$ cat config.mk
export PLATFORM = sky130hd
export DESIGN_NAME = shift_frame_sequencer
export DESIGN_NICKNAME = d
export VERILOG_FILES = /design/src/rtl/shift_frame_sequencer.sv
export SDC_FILE = /design/constraint.sdc
export NUM_CORES = 1
export LEC_CHECK = 0
export BUFFER_PORTS_ARGS = -buffer_cell sky130_fd_sc_hd__clkbuf_2
export CORE_AREA = 8 8 45 47
export CTS_CLUSTER_SIZE = 28
export DETAILED_ROUTE_END_ITERATION = 10
export DIE_AREA = 0 0 53 55
export GPL_TIMING_DRIVEN = 1
export PLACE_DENSITY_LB_ADDON = 0.1
export RECOVER_POWER = 25
export SYNTH_ARGS = -nofsm -noshare
export SYNTH_HDL_FRONTEND = slang
export SYNTH_SLANG_ARGS = --single-unit
$ cat constraint.sdc
create_clock -name clk -period 1.4 [get_ports clk]
set_input_delay 0.28 -clock clk [delete_from_list [all_inputs] [get_ports clk]]
set_output_delay 0.28 -clock clk [all_outputs]
set_load 0.03 [all_outputs]
$ cat src/rtl/shift_frame_sequencer.sv
// shift_frame_sequencer: accepts a parallel word and shifts it out MSB first, one bit per falling edge.
// Defining SHIFT_PARITY_EN appends an even-parity trailer bit to every frame.
module shift_frame_sequencer #(
  parameter int WIDTH = 4
) (
  input  logic             clk,
  input  logic             reset_n,
  input  logic             load_valid,
  input  logic [WIDTH-1:0] load_data,
  output logic             load_ready,
  input  logic             hold,
  output logic             ser_out,
  output logic             ser_valid,
  output logic             busy,
  output logic             frame_done,
  output logic [1:0]       state_dbg
);

`ifdef SHIFT_PARITY_EN
  localparam int FL = WIDTH + 1;
`else
  localparam int FL = WIDTH;
`endif
  localparam int CW = $clog2(FL + 1);
  localparam logic [CW-1:0] LAST = CW'(FL - 1);

  typedef enum logic [1:0] {
    IDLE  = 2'd0,
    SHIFT = 2'd1,
    DONE  = 2'd2
  } state_t;

  state_t           state;
  state_t           state_nxt;
  logic [WIDTH-1:0] sr;
  logic [CW-1:0]    cnt;
  logic             tx_bit;
  logic             accept;
  logic             advance;

  // Handshake: a word transfers on a falling edge where load_valid && load_ready;
  // load_ready depends on state only, so the producer may hold valid and data
  // steady for as long as it likes, and load_data is ignored outside that edge.
  assign accept  = load_valid && load_ready;
  assign advance = (state == SHIFT) && !hold;

  always_ff @(negedge clk or negedge reset_n) begin
    if (!reset_n) begin
      state <= IDLE;
    end else begin
      state <= state_nxt;
    end
  end

  always_comb begin
    state_nxt = state;
    case (state)
      IDLE:    if (accept) state_nxt = SHIFT;
      SHIFT:   if (advance && (cnt == LAST)) state_nxt = DONE;
      DONE:    state_nxt = accept ? SHIFT : IDLE;
      default: state_nxt = IDLE;
    endcase
  end

  always_ff @(negedge clk or negedge reset_n) begin
    if (!reset_n) begin
      sr  <= '0;
      cnt <= '0;
    end else if (accept) begin
      sr  <= load_data;
      cnt <= '0;
    end else if (advance) begin
      sr  <= {sr[WIDTH-2:0], 1'b0};
      cnt <= cnt + CW'(1);
    end
  end

`ifdef SHIFT_PARITY_EN
  logic par;

  // Parity accumulates as data bits leave, so it is complete when cnt reaches WIDTH.
  always_ff @(negedge clk or negedge reset_n) begin
    if (!reset_n) begin
      par <= 1'b0;
    end else if (accept) begin
      par <= 1'b0;
    end else if (advance && (cnt < CW'(WIDTH))) begin
      par <= par ^ sr[WIDTH-1];
    end
  end

  assign tx_bit = (cnt == CW'(WIDTH)) ? par : sr[WIDTH-1];
`else
  assign tx_bit = sr[WIDTH-1];
`endif

  always_comb begin
    load_ready = 1'b1;
    ser_out    = 1'b0;
    ser_valid  = 1'b0;
    busy       = 1'b0;
    frame_done = 1'b0;
    case (state)
      SHIFT: begin
        load_ready = 1'b0;
        ser_out    = tx_bit;
        ser_valid  = 1'b1;
        busy       = 1'b1;
      end
      DONE:    frame_done = 1'b1;
      default: ;
    endcase
  end

  assign state_dbg = state;

endmodule

Word-level counts from Yosys, hierarchy flattened --
Cells that the tools add are included.
Word-level totals: flip-flop bits (word level) 9, word-level logic and storage cells 28, bits of input ports 8, output and inout bits 7
Operators by class: equality and inequality tests 5, $add $sub $neg 1, reduce and logical (&&, ||, !) cells 7, muxes and demuxes 12
Operators by type and width (number):
- $mux W4 | 2
- $mux W3 | 2
- $pmux W2 S3 | 1
- $mux W1 | 5
- $mux W2 | 2
- $add A3 B1 Y3 const B | 1
- $eq A3 B2 Y1 const B | 1
- $logic_and A1 B1 Y1 | 3
- $eq A2 B1 Y1 const B | 1
- $eq A2 B2 Y1 const B | 1
- $logic_not A2 Y1 | 1
- $ne A2 B1 Y1 const B | 1
- $ne A2 B2 Y1 const B | 1
- $reduce_and A2 Y1 | 1
- $reduce_bool A2 Y1 | 1
- $logic_not A1 Y1 | 1

Logic depth before layout (Yosys ltp) --
Gate-level depths: netlist of run 1.
word-level depth 5, mapped depth 4, depth with buffers taken out 4

==> results.md, run 1 <==
- Outcome: complete, but fails checks
- Failing checks: setup timing
- Logic gate share of total power: between 60 and 70%
- PortBufs: 14
- Max rail drop VDD: around 980 uV
- RSZ-0062 raised after global routing: yes
- Total GRT Usage: around 10%
- Max Fanout on Critical Path: 4
- Worst hold slack: about 0.45 ns
- Layout area overhead: 77.8%
- Worst Slack Setup Final: -0.752 ns
- Number of synthesized register bits: 9
- CP top delay family: flip-flops
- Synth Warn #: 0
- Number of diodes: 0
- First-pass GRT wire length: 2.04 mm
- Syn_area_per_cell: 11.6 um2
- WL met1: ~490 um
- Post-Synth Adder-Cell Area: under 10%
- Top Layer Used: met3
- DR WL/cell: 14.1 um
- Clk network pwr share: between 10% and 20%
- Core Rows: 14
- Layout Nets: 83
- Worst path buffer plus inverter count: 2
- Number of placed I/O pins: 15
- Req. time, crit path: 1.12 ns
- Final non-filler cell total: slightly below 90
- Int Power: approximately 1.1 mW
- Slew Limit Fails: 0
- Startpoint types: flip-flop
- Post-route setup TNS: -5.53 ns
- Switching power: ~0.72 mW
- Max incr delay on CP: around 0.4 ns
- Post-DP HPWL: 954 um
- Mapped Cells: 38
- Routed length on met3: between 100 and 150 um
- TritonCTS clock tree: done
- Chip Width: around 53 um
- Hold EP: cnt[0]
- Slew margin rel.: 64.8%
- Via count: 420
- # fillers: 119
- CTS Hold Bufs: 0
- Final antenna-violating net count: 0
- Worst r2r path cells: 5
- Root Driver: clkbuf_4
- XOR/XNOR Fraction of Synth Area: 0%
- Sequential area share after synthesis: about half
- Design area: ~800 um2
- R2r setup slk: -0.04 ns
- Hold_sp: cnt[0]
- Share of layout cells above drive strength 1: about three fifths
- Clock Skew: roughly 0.0066 ns
- Cell variety after synth: 21
- Hold Crit Depth: 1
- Post-synthesis mux area share: 2.27%
- Final Routed Wirelength: around 1.2 mm
- Final setup vio count: 14
- CTS clock-pin slew for the worst setup and hold paths: ~0.050 ns
- Pre-CTS setup slack: -0.533 ns
- Gr ovfl total: 0
- Cell Area, Placed: 657 um2
- Vias/cell: 4.77
- # DRC: 0
- Vias in the first global route: 510
- Largest net degree at the start of global routing: 10
- Iter 0 DRT Violations: 0
- Final cell utilization of the core: a little under three fifths
- Sequential share of power: around 25%
- Power consumption: approximately 1.8 mW
- Worst hold path type: flip-flop to flip-flop
- Core footprint: roughly 1400 um2
- Total die area: approximately 3000 um2
- Pleak: 0.396 nW
- Max Cap Viol: 0
- Max Root-Sink Buffers: 2
- H-tree lvl count: 1
- Power density over the cells: between 2000 and 2500 nW/um2
- Placer Congestion: ~0.73
- Die Ht: about 55 um
- Reg2reg start: state_dbg[1]
- Worst slew pin tran: roughly 0.53 ns
- Antenna violations before repair: 0
- Main combinational cell family by area after synthesis: compound AO/OA/AOI/OAI gates
- Post-Syn Nets: 48
- Total CTS buffers: 3
- WL met2: between 600 and 700 um
- Clock sinks: 9
- Worst-skew pair later-pin latency: 0.27 ns
- TritonRoute pass-1 iters: 1
- Critical Path AT: 1.87 ns
- Fin. Hold Viols: 0
- Post-Syn Area: 440 um2
- Switching part of the total power: about two fifths
- RR Endpoint: sr[1]
- Starting Density: a little under a third
- CP max-delay cell: dfrtn_1
- Simple-gate area share of the yosys netlist: 16.2%
- Critical Path Sink Type: output pin
- Critical-path cell list: nor2b_4 -> inv_6 -> nor2_4 -> buf_8
- Compound-Gate Fraction of Synth Area: between 15 and 20%
- Worst setup path class: flip-flop to output pin
- Placed Cells incl. Taps: 80
flip-flops by register name, summed over array words and instances (netlist names):
| register | count |
|---|---|
| sr | 4 |
| cnt | 3 |
| state_dbg | 2 |
synth_stat cells (all sizes together):
library cell | count | area share, %
a21o | 1 | 1.7
a21oi | 1 | 2.0
a221oi | 2 | 4.0
a22o | 1 | 2.0
a32o | 1 | 2.3
and2 | 1 | 1.4
buf | 1 | 1.7
dfrtn | 9 | 51
ha | 2 | 5.7
inv | 6 | 5.7
mux2i | 1 | 2.3
nand2b | 1 | 1.4
nor2 | 1 | 0.85
nor2b | 3 | 6.0
nor3 | 2 | 2.3
nor3b | 1 | 2.8
o221a | 1 | 2.6
o22ai | 2 | 2.8
or3 | 1 | 1.4
per-layer routing:
| metal | vias up | track usage, % |
|---|---|---|
| li1 | 202 | - |
| met1 | 205 | 8.80 |
| met2 | 13 | 17.4 |
| met3 | 0 | 5.08 |
| met4 | 0 | 5.17 |
| met5 | - | 0 |
cells in the final DEF (no fill, tap or decap), drive strengths merged:
cell	n
buf	22
clkbuf	13
dfrtn	9
inv	6
nor2b	3
o22ai	2
nor3	2
a221oi	2
ha	2
nor2	1
nor3b	1
a21oi	1
nand2b	1
a21o	1
or3	1
o221a	1
a32o	1
a22o	1
mux2i	1
and2	1
cells by family after synthesis:
family,Yosys count
compound gates,9
fa+ha+maj,2
buf+inv,7
flops,9
mux,1
simple gates,10
repair_timing:
action | 4_1_cts | 5_1_grt
gates resized for setup | 15 | 8
cloned | 0 | 0
hold endpoints to repair | 0 | 0
endpoints found under the setup margin | 14 | 14
pin swaps | 4 | 2
setup buffers | 5 | 1
worst max path at each step:
stage	from	slack (ns)	to	depth (start not counted)
floorplan	state_dbg[0]	-0.92	ser_out	3
global placement	state_dbg[0]	-0.50	ser_out	4
detailed placement	state_dbg[0]	-0.53	ser_out	4
CTS	state_dbg[0]	-0.77	ser_out	4
global route	state_dbg[0]	-0.80	ser_out	4
finish	state_dbg[0]	-0.75	ser_out	4
power groups by stage:
stage	Sequential (mW)	Clock (mW)	Combinational (mW)
3_3_place_gp	0.439	0	0.938
4_1_cts	0.447	0.210	1.15
5_1_grt	0.457	0.231	1.25
3_5_place_dp	0.451	0	0.964
6_report	0.446	0.203	1.16
2_1_floorplan	0.476	0	0.577
final cells by class:
type | instances | area, um2 | area share (%)
repair buffers | 31 | 253 | 32.3
multi-input cells | 22 | 231 | 29.6
flip-flops and latches | 9 | 225 | 28.8
inverters | 6 | 27.5 | 3.51
clock buffers | 4 | 26.3 | 3.35
well taps | 16 | 20.0 | 2.56
Power figures use the tool's default switching activity.
==> run 2, diff against run 1 <==
==> constraint.sdc (replaced) <==
create_clock -name clk -period 2 [get_ports clk]
set_input_delay 0.4 -clock clk [delete_from_list [all_inputs] [get_ports clk]]
set_output_delay 0.4 -clock clk [all_outputs]
set_load 0.03 [all_outputs]
==> results.md, run 2 (synthesis results as in run 1) <==
- Outcome: complete, but fails checks (unchanged)
- Failing checks: setup timing (unchanged)
- Max reg flops: 4 (unchanged)
- Fin. Hold Viols: 0 (unchanged)
- Final Routed Wirelength: 1.12 mm (was 1.25 mm)
- Switching power: 0.463 mW (was 0.723 mW)
- Max rail drop VDD: 678 uV (was 982 uV)
- TritonCTS clock tree: done (unchanged)
- Via count: 411 (was 420)
- Vias/cell: 4.78 (was 4.77)
- Startpoint types: flip-flop (unchanged)
- Critical Path Sink Type: output pin (unchanged)
- Final setup vio count: 7 (was 14)
- # DRC: 0 (unchanged)
- Share of layout cells above drive strength 1: 54.3% (was 59.7%)
- H-tree lvl count: 1 (unchanged)
- # fillers: 132 (was 119)
- Final non-filler cell total: 86 (was 88)
- Hold_sp: cnt[0] (unchanged)
- Worst hold path type: flip-flop to flip-flop (unchanged)
- Post-DP HPWL: 895 um (was 954 um)
- Placed Cells incl. Taps: 78 (was 80)
- Post-route setup TNS: -3.31 ns (was -5.53 ns)
- Number of diodes: 0 (unchanged)
- Core Rows: 14 (unchanged)
- Most flop-heavy register: sr (unchanged)
- Power consumption: 1.19 mW (was 1.80 mW)
- Max Fanout on Critical Path: 4 (unchanged)
- Int Power: 0.724 mW (was 1.08 mW)
- Worst setup startpoint: state_dbg[0] (unchanged)
- Cell Area, Placed: 621 um2 (was 657 um2)
- Critical Path AT: 2.14 ns (was 1.87 ns)
- Power density over the cells: 1630 nW/um2 (was 2300 nW/um2)
- Number of placed I/O pins: 15 (unchanged)
- Root Driver: clkbuf_4 (unchanged)
- CTS clock-pin slew for the worst setup and hold paths: 0.05 ns (about the same)
- Gr ovfl total: 0 (unchanged)
- Die Ht: 55 um (unchanged)
- Sequential share of power: 26.3% (was 24.7%)
- Final antenna-violating net count: 0 (unchanged)
- Iter 0 DRT Violations: 1 (was 0)
- Placer Congestion: 0.684 (was 0.726)
- Largest net degree at the start of global routing: 10 (unchanged)
- Worst Slack Setup Final: -0.541 ns (was -0.752 ns)
- Max Cap Viol: 0 (unchanged)
- Switching part of the total power: 39.0% (was 40.0%)
- Layout Nets: 81 (was 83)
- Antenna violations before repair: 0 (unchanged)
- Starting Density: 31.8% (unchanged)
- RSZ-0062 raised after global routing: yes (unchanged)
- Most common cell after layout, fill and taps aside: buf_4 (unchanged)
- Max Root-Sink Buffers: 2 (unchanged)
- Design area: 728 um2 (was 783 um2)
- Pre-CTS setup slack: -0.338 ns (was -0.533 ns)
- Layout area overhead: 65.3% (was 77.8%)
- Slew margin rel.: 67.3% (was 64.8%)
- Total CTS buffers: 3 (unchanged)
- DR WL/cell: 13.0 um (was 14.1 um)
- TritonRoute pass-1 iters: 2 (was 1)
- Slew Limit Fails: 0 (unchanged)
- Worst slew pin tran: 0.491 ns (was 0.529 ns)
- Req. time, crit path: 1.60 ns (was 1.12 ns)
- Pleak: 0.373 nW (was 0.396 nW)
- First-pass GRT wire length: 1.91 mm (was 2.04 mm)
- Clock Skew: 0.00605 ns (was 0.00661 ns)
- Final cell utilization of the core: 52.6% (was 56.6%)
- Vias in the first global route: 466 (was 510)
- Clock sinks: 9 (unchanged)
- Core footprint: 1380 um2 (unchanged)
- Total GRT Usage: 9.06% (was 9.73%)
- Chip Width: 53 um (unchanged)
- Logic gate share of total power: 61.9% (was 64.1%)
- Worst hold slack: 0.438 ns (was 0.445 ns)
- Commonest non-fill, non-tap cells in the layout: 14 x buf_4, 9 x dfrtn_1, 6 x clkbuf_4, 6 x clkbuf_2, 4 x inv_1 (was 16 x buf_4, 9 x dfrtn_1, 6 x clkbuf_4)
- PortBufs: 14 (unchanged)
- Worst-skew pair later-pin latency: 0.27 ns (about the same)
- Total die area: 2920 um2 (unchanged)
- Clk network pwr share: 11.8% (was 11.2%)
- Reg2reg start: state_dbg[1] (unchanged)
- Worst setup path class: flip-flop to output pin (unchanged)
run 2: cell types whose count changed in the layout (fill, tap and decap cells not counted), sizes merged:
cell    delta
buf        -3
clkbuf     +1
run 2: worst paths after layout:
path | to | cells after the start | slack (ns)
max | ser_out | 4 | -0.54
min | cnt[0] | 1 | 0.44
max reg2reg | sr[0] | 5 | 0.58
min reg2reg | cnt[0] | 1 | 0.44
max in group asynchronous | sr[2] | 1 | 0.69
min in group asynchronous | cnt[1] | 1 | 0.95
run 2: cell type report:
class                           instances  area [um2]  area share [%]
Sequential cell                         9         225            30.9
Timing Repair Buffer                   29         225            30.9
Multi-Input combinational cell         22         199            27.3
Inverter                                6        32.5            4.47
Clock buffer                            4        26.3            3.61
Tap cell                               16        20.0            2.75
run 2: per-layer routing:
layer | up-vias | global-route usage, % | routed length (um)
met5 | - | 0 | 0
met4 | 0 | 6.47 | 24
met3 | 3 | 2.94 | 96
met2 | 15 | 14.8 | 507
met1 | 193 | 9.71 | 487
li1 | 200 | - | -
run 2: critical path, cell delays in order, from the launching register on:
cell and delay (ns):
dfrtn_1 0.40, nor2b_4 0.20, inv_4 0.06, nor2_4 0.09, buf_8 0.13
run 2: repair_timing:
action | 4_1_cts | 5_1_grt
buffers inserted | 3 | 1
endpoints found under the setup margin | 9 | 8
gates resized for setup | 11 | 7
gates cloned | 0 | 0
hold buffers | 0 | 0
run 2: power by group through the flow:
stage                     clock network, mW  logic (mW)  registers [mW]
after floorplan                           0       0.358           0.331
after global placement                    0       0.579           0.307
after detailed placement                  0       0.599           0.314
after CTS                             0.144       0.701           0.311
after global routing                  0.160       0.796           0.320
final                                 0.140       0.735           0.312
